--- config.mk ---
export PLATFORM = sky130hd
export DESIGN_NAME = booth_mac16
export DESIGN_NICKNAME = d
export VERILOG_FILES = /design/src/rtl/booth_mac_pkg.sv /design/src/rtl/booth_mac16_booth.sv /design/src/rtl/booth_mac16.sv
export SDC_FILE = /design/constraint.sdc
export NUM_CORES = 1
export LEC_CHECK = 0
export ABC_AREA = 1
export CORE_MARGIN = 2
export CORE_UTILIZATION = 57
export CTS_CLUSTER_DIAMETER = 40
export DETAILED_ROUTE_END_ITERATION = 8
export PLACE_DENSITY_LB_ADDON = 0.15
export SYNTH_ARGS = -nofsm -noshare
export SYNTH_HDL_FRONTEND = slang
export SYNTH_SLANG_ARGS = --single-unit
--- constraint.sdc ---
create_clock -name clk -period 5.54 [get_ports clk]
set_input_delay 0.831 -clock clk [delete_from_list [all_inputs] [get_ports clk]]
set_output_delay 0.831 -clock clk [all_outputs]
set_load 0.02 [all_outputs]
--- src/rtl/booth_mac_pkg.sv ---
// booth_mac_pkg: shared widths and the operand beat payload for booth_mac16.
package booth_mac_pkg;

  localparam int unsigned ACC_W_DEF = 40;  // default accumulator/result width
  localparam int unsigned OP_W      = 16;  // operand width (fixed)
  localparam int unsigned PROD_W    = 32;  // full product width

  // One accepted operand beat as it travels through S1.
  typedef struct packed {
    logic [OP_W-1:0] a;
    logic [OP_W-1:0] b;
    logic            first;
    logic            last;
    logic            is_signed;
  } beat_t;

endpackage : booth_mac_pkg

--- src/rtl/booth_mac16_booth.sv ---
// booth_mac16_booth: combinational 16x16 Radix-4 Booth multiplier (the
// Radix4BoothWallace16 stage). Partial-product reduction is left as a flat sum
// so synthesis builds the compressor tree.
//   a_i      : multiplicand
//   b_i      : multiplier
//   signed_i : 1 = two's-complement operands, 0 = unsigned operands
//   prod_o   : 32-bit product (exact in both modes)
module booth_mac16_booth
  import booth_mac_pkg::*;
(
  input  logic [OP_W-1:0]   a_i,
  input  logic [OP_W-1:0]   b_i,
  input  logic              signed_i,
  output logic [PROD_W-1:0] prod_o
);

  // Two guard bits let unsigned operands be recoded as non-negative signed ones.
  localparam int unsigned EXT_W = OP_W + 2;
  localparam int unsigned NDIG  = EXT_W / 2;

  logic signed [EXT_W-1:0]  a_ext;
  logic        [EXT_W:0]    b_rec;
  logic signed [PROD_W-1:0] a_wide;
  logic signed [PROD_W-1:0] pp;
  logic signed [PROD_W-1:0] sum;

  // Booth digit selection and accumulation; all arithmetic is mod 2^32, which
  // is exact because the true product always fits the 32-bit result.
  always_comb begin
    a_ext  = signed_i ? EXT_W'($signed(a_i)) : EXT_W'(a_i);
    b_rec  = {(signed_i ? {2{b_i[OP_W-1]}} : 2'b00), b_i, 1'b0};
    a_wide = PROD_W'(a_ext);
    pp     = '0;
    sum    = '0;
    for (int unsigned i = 0; i < NDIG; i++) begin
      case (b_rec[2*i +: 3])
        3'b001, 3'b010: pp = a_wide;
        3'b011:         pp = a_wide <<< 1;
        3'b100:         pp = -(a_wide <<< 1);
        3'b101, 3'b110: pp = -a_wide;
        default:        pp = '0;
      endcase
      sum = sum + (pp <<< (2 * i));
    end
    prod_o = sum;
  end

endmodule : booth_mac16_booth

--- src/rtl/booth_mac16.sv ---
// booth_mac16: 3-stage pipelined multiply-accumulate over frames of beats.
//   clk, rst             : clock, synchronous active-high reset
//   in_valid/in_ready    : operand stream handshake (in_ready is combinational)
//   in_first/in_last     : frame delimiters; in_signed sampled on first beat
//   multiplicand/multiplier : 16-bit operands
//   out_valid/out_ready  : result stream handshake
//   acc_out, overflow    : frame result and sticky overflow, valid with out_valid
module booth_mac16
  import booth_mac_pkg::*;
#(
  parameter int unsigned ACC_W = ACC_W_DEF
) (
  input  logic             clk,
  input  logic             rst,
  input  logic             in_valid,
  output logic             in_ready,
  input  logic             in_first,
  input  logic             in_last,
  input  logic             in_signed,
  input  logic [OP_W-1:0]  multiplicand,
  input  logic [OP_W-1:0]  multiplier,
  output logic             out_valid,
  input  logic             out_ready,
  output logic [ACC_W-1:0] acc_out,
  output logic             overflow
);

  logic              stall;
  logic              accept;
  logic              frame_signed_q, frame_signed_d;
  beat_t             s1_q, s1_d;
  logic              s1_valid_q;
  logic [PROD_W-1:0] prod;
  logic              s2_valid_q;
  logic [PROD_W-1:0] s2_prod_q;
  logic              s2_first_q, s2_last_q, s2_signed_q;
  logic [ACC_W-1:0]  acc_q;
  logic              sticky_q, sticky_d;
  logic [ACC_W-1:0]  ext, addend, sum;
  logic              carry, beat_ovf;
  logic              out_valid_q;
  logic [ACC_W-1:0]  acc_out_q;
  logic              overflow_q;

  // Handshake and S1 capture; the frame's signedness follows the first beat.
  always_comb begin
    stall          = out_valid_q && !out_ready;
    in_ready       = !stall;
    accept         = in_valid && in_ready;
    frame_signed_d = in_first ? in_signed : frame_signed_q;
    s1_d           = '{a: multiplicand, b: multiplier, first: in_first,
                       last: in_last, is_signed: frame_signed_d};
  end

  booth_mac16_booth u_radix4_booth_wallace16 (
    .a_i      (s1_q.a),
    .b_i      (s1_q.b),
    .signed_i (s1_q.is_signed),
    .prod_o   (prod)
  );

  // S3 accumulate with per-mode overflow detection.
  always_comb begin
    ext          = s2_signed_q ? ACC_W'($signed(s2_prod_q)) : ACC_W'(s2_prod_q);
    addend       = s2_first_q ? '0 : acc_q;
    {carry, sum} = {1'b0, addend} + {1'b0, ext};
    beat_ovf     = s2_signed_q
                 ? ((addend[ACC_W-1] == ext[ACC_W-1]) && (sum[ACC_W-1] != addend[ACC_W-1]))
                 : carry;
    sticky_d     = (s2_first_q ? 1'b0 : sticky_q) | beat_ovf;
  end

  // Pipeline registers; everything freezes while a result is refused.
  always_ff @(posedge clk) begin
    if (rst) begin
      frame_signed_q <= 1'b0;
      s1_valid_q     <= 1'b0;
      s1_q           <= '0;
      s2_valid_q     <= 1'b0;
      s2_prod_q      <= '0;
      s2_first_q     <= 1'b0;
      s2_last_q      <= 1'b0;
      s2_signed_q    <= 1'b0;
      acc_q          <= '0;
      sticky_q       <= 1'b0;
      out_valid_q    <= 1'b0;
      acc_out_q      <= '0;
      overflow_q     <= 1'b0;
    end else if (!stall) begin
      s1_valid_q <= accept;
      if (accept) begin
        s1_q           <= s1_d;
        frame_signed_q <= frame_signed_d;
      end
      s2_valid_q <= s1_valid_q;
      if (s1_valid_q) begin
        s2_prod_q   <= prod;
        s2_first_q  <= s1_q.first;
        s2_last_q   <= s1_q.last;
        s2_signed_q <= s1_q.is_signed;
      end
      if (s2_valid_q) begin
        acc_q    <= sum;
        sticky_q <= sticky_d;
      end
      // A completing frame overrides the clear caused by consumption.
      if (s2_valid_q && s2_last_q) begin
        out_valid_q <= 1'b1;
        acc_out_q   <= sum;
        overflow_q  <= sticky_d;
      end else if (out_ready) begin
        out_valid_q <= 1'b0;
      end
    end
  end

  assign out_valid = out_valid_q;
  assign acc_out   = acc_out_q;
  assign overflow  = overflow_q;

endmodule : booth_mac16

== After elaboration in Yosys (flattened, before gate mapping) ==
Cells that the tools add are included.
Operators by class
  bitwise operators: 2
  equality and inequality tests: 53
  reductions and logical operators: 29
  multiplexer cells: 18
  $add $sub $neg: 11
Operator list (number)
  adder 32 bit: 8
  case mux 30 bit (4 select lines): 1
  case mux 28 bit (4 select lines): 1
  case mux 26 bit (4 select lines): 1
  case mux 24 bit (4 select lines): 1
  case mux 32 bit (3 select lines): 1
  case mux 22 bit (4 select lines): 1
  2-to-1 mux 40 bit: 2
  case mux 20 bit (4 select lines): 1
  equality test 3 bit (second input constant): 24
  case mux 18 bit (4 select lines): 1
  case mux 16 bit (4 select lines): 1
  equality test 3 x 2 -> 1 bit (second input constant): 16
  adder 40 x 40 -> 41 bit: 1
  negator 18 -> 32 bit: 1
  negator 19 -> 32 bit: 1
  OR reduction 2 bit: 16
  equality test 3 x 1 -> 1 bit (second input constant): 8
  2-to-1 mux 18 bit: 1
  AND reduction 2 bit: 5
  2-to-1 mux 1 bit: 5
  equality test 2 bit (second input constant): 2
  logical AND 1 bit: 4
  AND reduction 3 bit: 1
  8 further kinds: 9
Storage, ports and cells
  word-level logic and storage cells: 129
  register bits after elaboration: 155
  output and inout bits: 43

== Longest topological paths before layout ==
  depth in word-level cells: 11
  depth in mapped cells: 35
  depth with buffers taken out: 34

== Cells and area by module ==
Synthesis repeated with hierarchy kept, for this count alone.
Unflattened totals
  cells, all modules: 2628
  area total of the unflattened synthesis: 17898.4 um^2
By module, submodules not included
  booth_mac16_booth: instances 1, seq. area each 0.0 um^2, area each 8974.9 um^2, cells an instance 1251
  booth_mac16: instances 1, seq. area each 3103.0 um^2, area each 8923.6 um^2, cells an instance 1377

== Worst setup path before layout ==
No wires, ideal clock.
  path kind: reg-to-reg
  from: register s1_q[20] (netlist bit)
  to: register s2_prod_q[29]
  buffers on the path: 2
  cell stages (with the launch flop): 32
  data arrival time: 5.971 ns
  data required time: 5.484 ns
  path slack: -0.487 ns
  path through: dfxtp_1 inv_1 clkbuf_1 ha_1 nand3_4 nor2_8 nand2_1 o21ai_0 nand2_1 inv_1 clkbuf_1 a221oi_1 fa_1 inv_1 fa_1 fa_1 inv_1 fa_1 inv_1 ha_1 a21oi_1 o21ai_0 a21oi_1 o21ai_1 a21oi_1 inv_1 a21oi_1 o21ai_1 or2_0 nand3_1 nand2_1 inv_1
Between the ends
  cells in the longest elaborated chain, start to end: 11
  elaborated cells on any way between the ends: 20
  those cells by class: add/sub: 10; mux: 10
RTL lines
  start: declaration: RTL line booth_mac16.sv:31  | beat_t s1_q, s1_d;
  start signal: assignment: RTL line booth_mac16.sv:78  | s1_q <= '0;
  start signal: assignment: RTL line booth_mac16.sv:92  | s1_q <= s1_d;
  2-to-1 mux 18 bit *: RTL line booth_mac16_booth.sv:30  | a_ext = signed_i ? EXT_W'($signed(a_i)) : EXT_W'(a_i);
  negator 19 -> 32 bit / negator 18 -> 32 bit (equally long branches): RTL line booth_mac16_booth.sv:39, booth_mac16_booth.sv:40
  case mux 30 bit (4 select lines) / case mux 32 bit (3 select lines) (equally long branches): RTL line booth_mac16_booth.sv:36  | case (b_rec[2*i +: 3])
  adder 32 bit (7 in a row): RTL line booth_mac16_booth.sv:43  | sum = sum + (pp <<< (2 * i));
  adder 32 bit *: RTL line booth_mac16_booth.sv:43
  end signal: assignment: RTL line booth_mac16.sv:97  | s2_prod_q <= prod;
  end: declaration: RTL line booth_mac16.sv:35  | logic [PROD_W-1:0] s2_prod_q;
Mark *: on every way between the ends. The rest lies on a longest branch, timed or not.
A chain may end at the register's enable or synchronous reset.

== Final worst setup path ==
  from: register s1_q[21] (netlist bit)
  to: register s2_prod_q[31]
Same word-level chain as after synthesis.

==> results.py <==
metrics = {
    "grt": {
        "grt_antenna_before_repair": 1,
        "grt_pass1_vias": 19810,
        "grt_max_degree": 66,
        "grt.total_usage": 0.4563,
        "grt_pass1_wl_mm": 109.8,
        "grt_overflow_total": 0,
    },
    "floorplan": {
        "io_pins": 82,
        "rows": 64,
        "initial_core_util": 0.5745,
        "die_height_um": 178.9,
        "die_w_um": 178.9,
        "core-area_um2": 30350,
        "die-area_um2": 32000,
    },
    "timing": {
        "period_minus_slack_ps": 6083,
        "finalSetupViolations": 16,
        "max_freq_mhz": 164.4,
        "slew_viol_final": 0,
        "final.setup_skew_ps": 17.69,
        "hold_viol_final": 0,
        "finalCritPeriodShare": 1.098,
        "rsz0062_at_grt": "true",
        "worst_pin_slew_ps": 1295,
        "setup_ws_ps": -543.3,
        "slew_headroom": 0.1354,
    },
    "final_layout": {
        "layout_common_cells": "inv_1, buf_4, nor2_1",
        "drive_gt1_frac": 0.2376,
        "nNetsFinal": 3129,
        "antenna_cells": 0,
        "area_growth_syn_to_layout_pct": 31.46,
        "fin_util": 0.7552,
        "layout_commonest_cell": "inv_1",
        "fin_cells": 3262,
        "final_cell_area_um2": 22920,
    },
    "logic_synthesis": {
        "avgSynthCellArea_um2": 7.011,
        "synth_cell_types": 58,
        "syn-num-nets": 2763,
        "syn_area_um2": 17440,
        "ys_ff_latch": 155,
        "synth_area_leader_cell": "dfxtp_1",
        "netlist_top_cells_area": "dfxtp_1, fa_1, inv_1",
        "netlist_instances": 2487,
        "yosysTopAreaCellShare": 0.1780,
        "seq_area_frac_synth": 0.1780,
        "yosys_warnings": 0,
    },
    "clock_tree": {
        "cts.clk_slew.worst_paths_ps": 80,
        "cts_tree": "yes",
        "cts_made_buffers": 17,
        "clockBufferDepth": 2,
        "cts_sinks": 155,
        "clock_latency_ps": 480,
        "htreeDepth": 4,
        "clockRootBuffer": "clkbuf_16",
        "cts_hold_buf": 0,
    },
    "status": {
        "status": "finished, violations left",
        "violations": "negative setup slack",
    },
    "hold_path": {
        "min_path_type": "flip-flop to flip-flop",
    },
    "route": {
        "num_vias": 20760,
        "dr.pass1.iters": 8,
        "routed_wl_mm": 77.88,
        "drt-initial-drc-count": 2322,
        "drc_errors": 0,
        "viasPerCell": 6.365,
        "drtAntennaViolNets": 0,
        "wl_per_cell_um": 23.87,
    },
    "placement": {
        "port_buffers": 81,
        "dpl.cell_count": 3184,
        "gp_congestion": 1.125,
        "dp_slack_ps": -698.7,
        "dpl.hpwl_mm": 55.64,
        "placed_area_um2": 20870,
    },
    "worst_setup_path": {
        "cpMaxStageDelayCell": "fa_2",
        "endpoint_kind": "flip-flop",
        "worstPathMaxFanout": 6,
        "critPathMaxStageDelay_ps": 600,
        "required_ps": 5890,
        "cp.arrival_ps": 6430,
        "startpoint_type": "flip-flop",
        "worstSetupPathType": "flip-flop to flip-flop",
    },
    "power": {
        "p_leak_nw": 11.16,
        "ir_worst_vdd_mv": 0.7872,
        "power_density_nw_per_um2": 644.3,
        "power_w": 0.01477,
    },
    "run": {
        "max-cap-violations": 0,
    },
}
state kept, by name (all words and copies together) (netlist names):
name,flops
overflow,1
acc_q,40
s2_valid_q,1
acc_out,40
s2_prod_q,32
s1_valid_q,1
s2_last_q,1
s2_signed_q,1
s2_first_q,1
sticky_q,1
out_valid,1
s1_q,35
layout make-up:
cell class | count | area (um^2)
fill | 2154 | 7428
multi-input combinational | 1705 | 12980
sequential | 155 | 3113
inverter | 518 | 1987
timing repair buffer | 456 | 3762
tap | 396 | 495.5
clock buffer | 18 | 429.2
clock inverter | 14 | 157.7
repair_timing:
item	CTS	global route
buffers inserted	32	17
endpoints found under the hold margin	0	0
pin swaps	89	57
gates resized for setup	153	128
endpoints found under the setup margin	15	17
path summary, 6_finish.rpt:
check / startpoint / slack, ps / end / depth (start not counted)
max: s1_q[21]$_SDFFE_PP0P_ / -540 / s2_prod_q[31]$_SDFFE_PP0P_ / 30
min: acc_out[0]$_SDFFE_PP0P_ / 470 / acc_out[0]$_SDFFE_PP0P_ / 2
max reg2reg: s1_q[21]$_SDFFE_PP0P_ / -540 / s2_prod_q[31]$_SDFFE_PP0P_ / 30
min reg2reg: acc_out[0]$_SDFFE_PP0P_ / 470 / acc_out[0]$_SDFFE_PP0P_ / 2
layer usage:
metal | vias to the layer above | wire, um | global-route usage
li1 | 8901 | - | -
met1 | 9512 | 25830 | 0.4960
met2 | 1707 | 35260 | 0.7731
met3 | 642 | 8660 | 0.1101
met4 | 2 | 8120 | 0.3360
met5 | - | 11 | 0
through the flow:
step | setup TNS, ps | hold WS, ps
after floorplan | 0 | 430.3
after global placement | -1942 | 440.0
after detailed placement | -3044 | 452.0
after CTS | -355.0 | 463.1
after global routing | -6724 | 492.4
final | -4486 | 465.7
logic make-up (layout without fill, tap and decap cells):
kind of cell,after synthesis,count (layout),synth area share
AND/OR/NAND/NOR,731,731,0.1898
AO/OA/AOI/OAI,695,695,0.2391
buffers and inverters,627,1006,0.1386
adder cells (fa/ha/maj),237,237,0.2329
flip-flops,155,155,0.1780
XOR/XNOR,42,42,0.02153
critical path, delay by kind of cell (launching register included):
family                     cells  cell delay, ps
DFF                            1             370
adders and majority gates      5            2480
AOI/OAI and AO/OA              6            1170
buffers and inverters          8             840
and+or+nand+nor               11            1070
synth_stat cells, drive strengths merged:
cell type	count
nand3b	4
nor3	13
and3	2
o22ai	102
o31ai	2
a21boi	6
a31oi	9
o221ai	30
o211ai	30
nand3	89
clkinv	14
xnor2	17
clkbuf	96
ha	91
fa	146
a211oi	14
xor2	25
a221oi	36
dfxtp	155
a21oi	200
o21bai	9
nor4	4
nor2	298
o2111ai	2
o21ai	218
a21o	12
inv	504
o21a	3
nand4	12
or2	13
buf	13
nand2	295
a22oi	6
nor3b	1
a221o	16
power by group:
group / switching, W / internal, W
Combinational: 0.00683 / 0.00537
Sequential: 0.0000988 / 0.00123
Clock: 0.000599 / 0.000638
Total: 0.00753 / 0.00724
No activity file was read; power rests on OpenSTA's default activity.
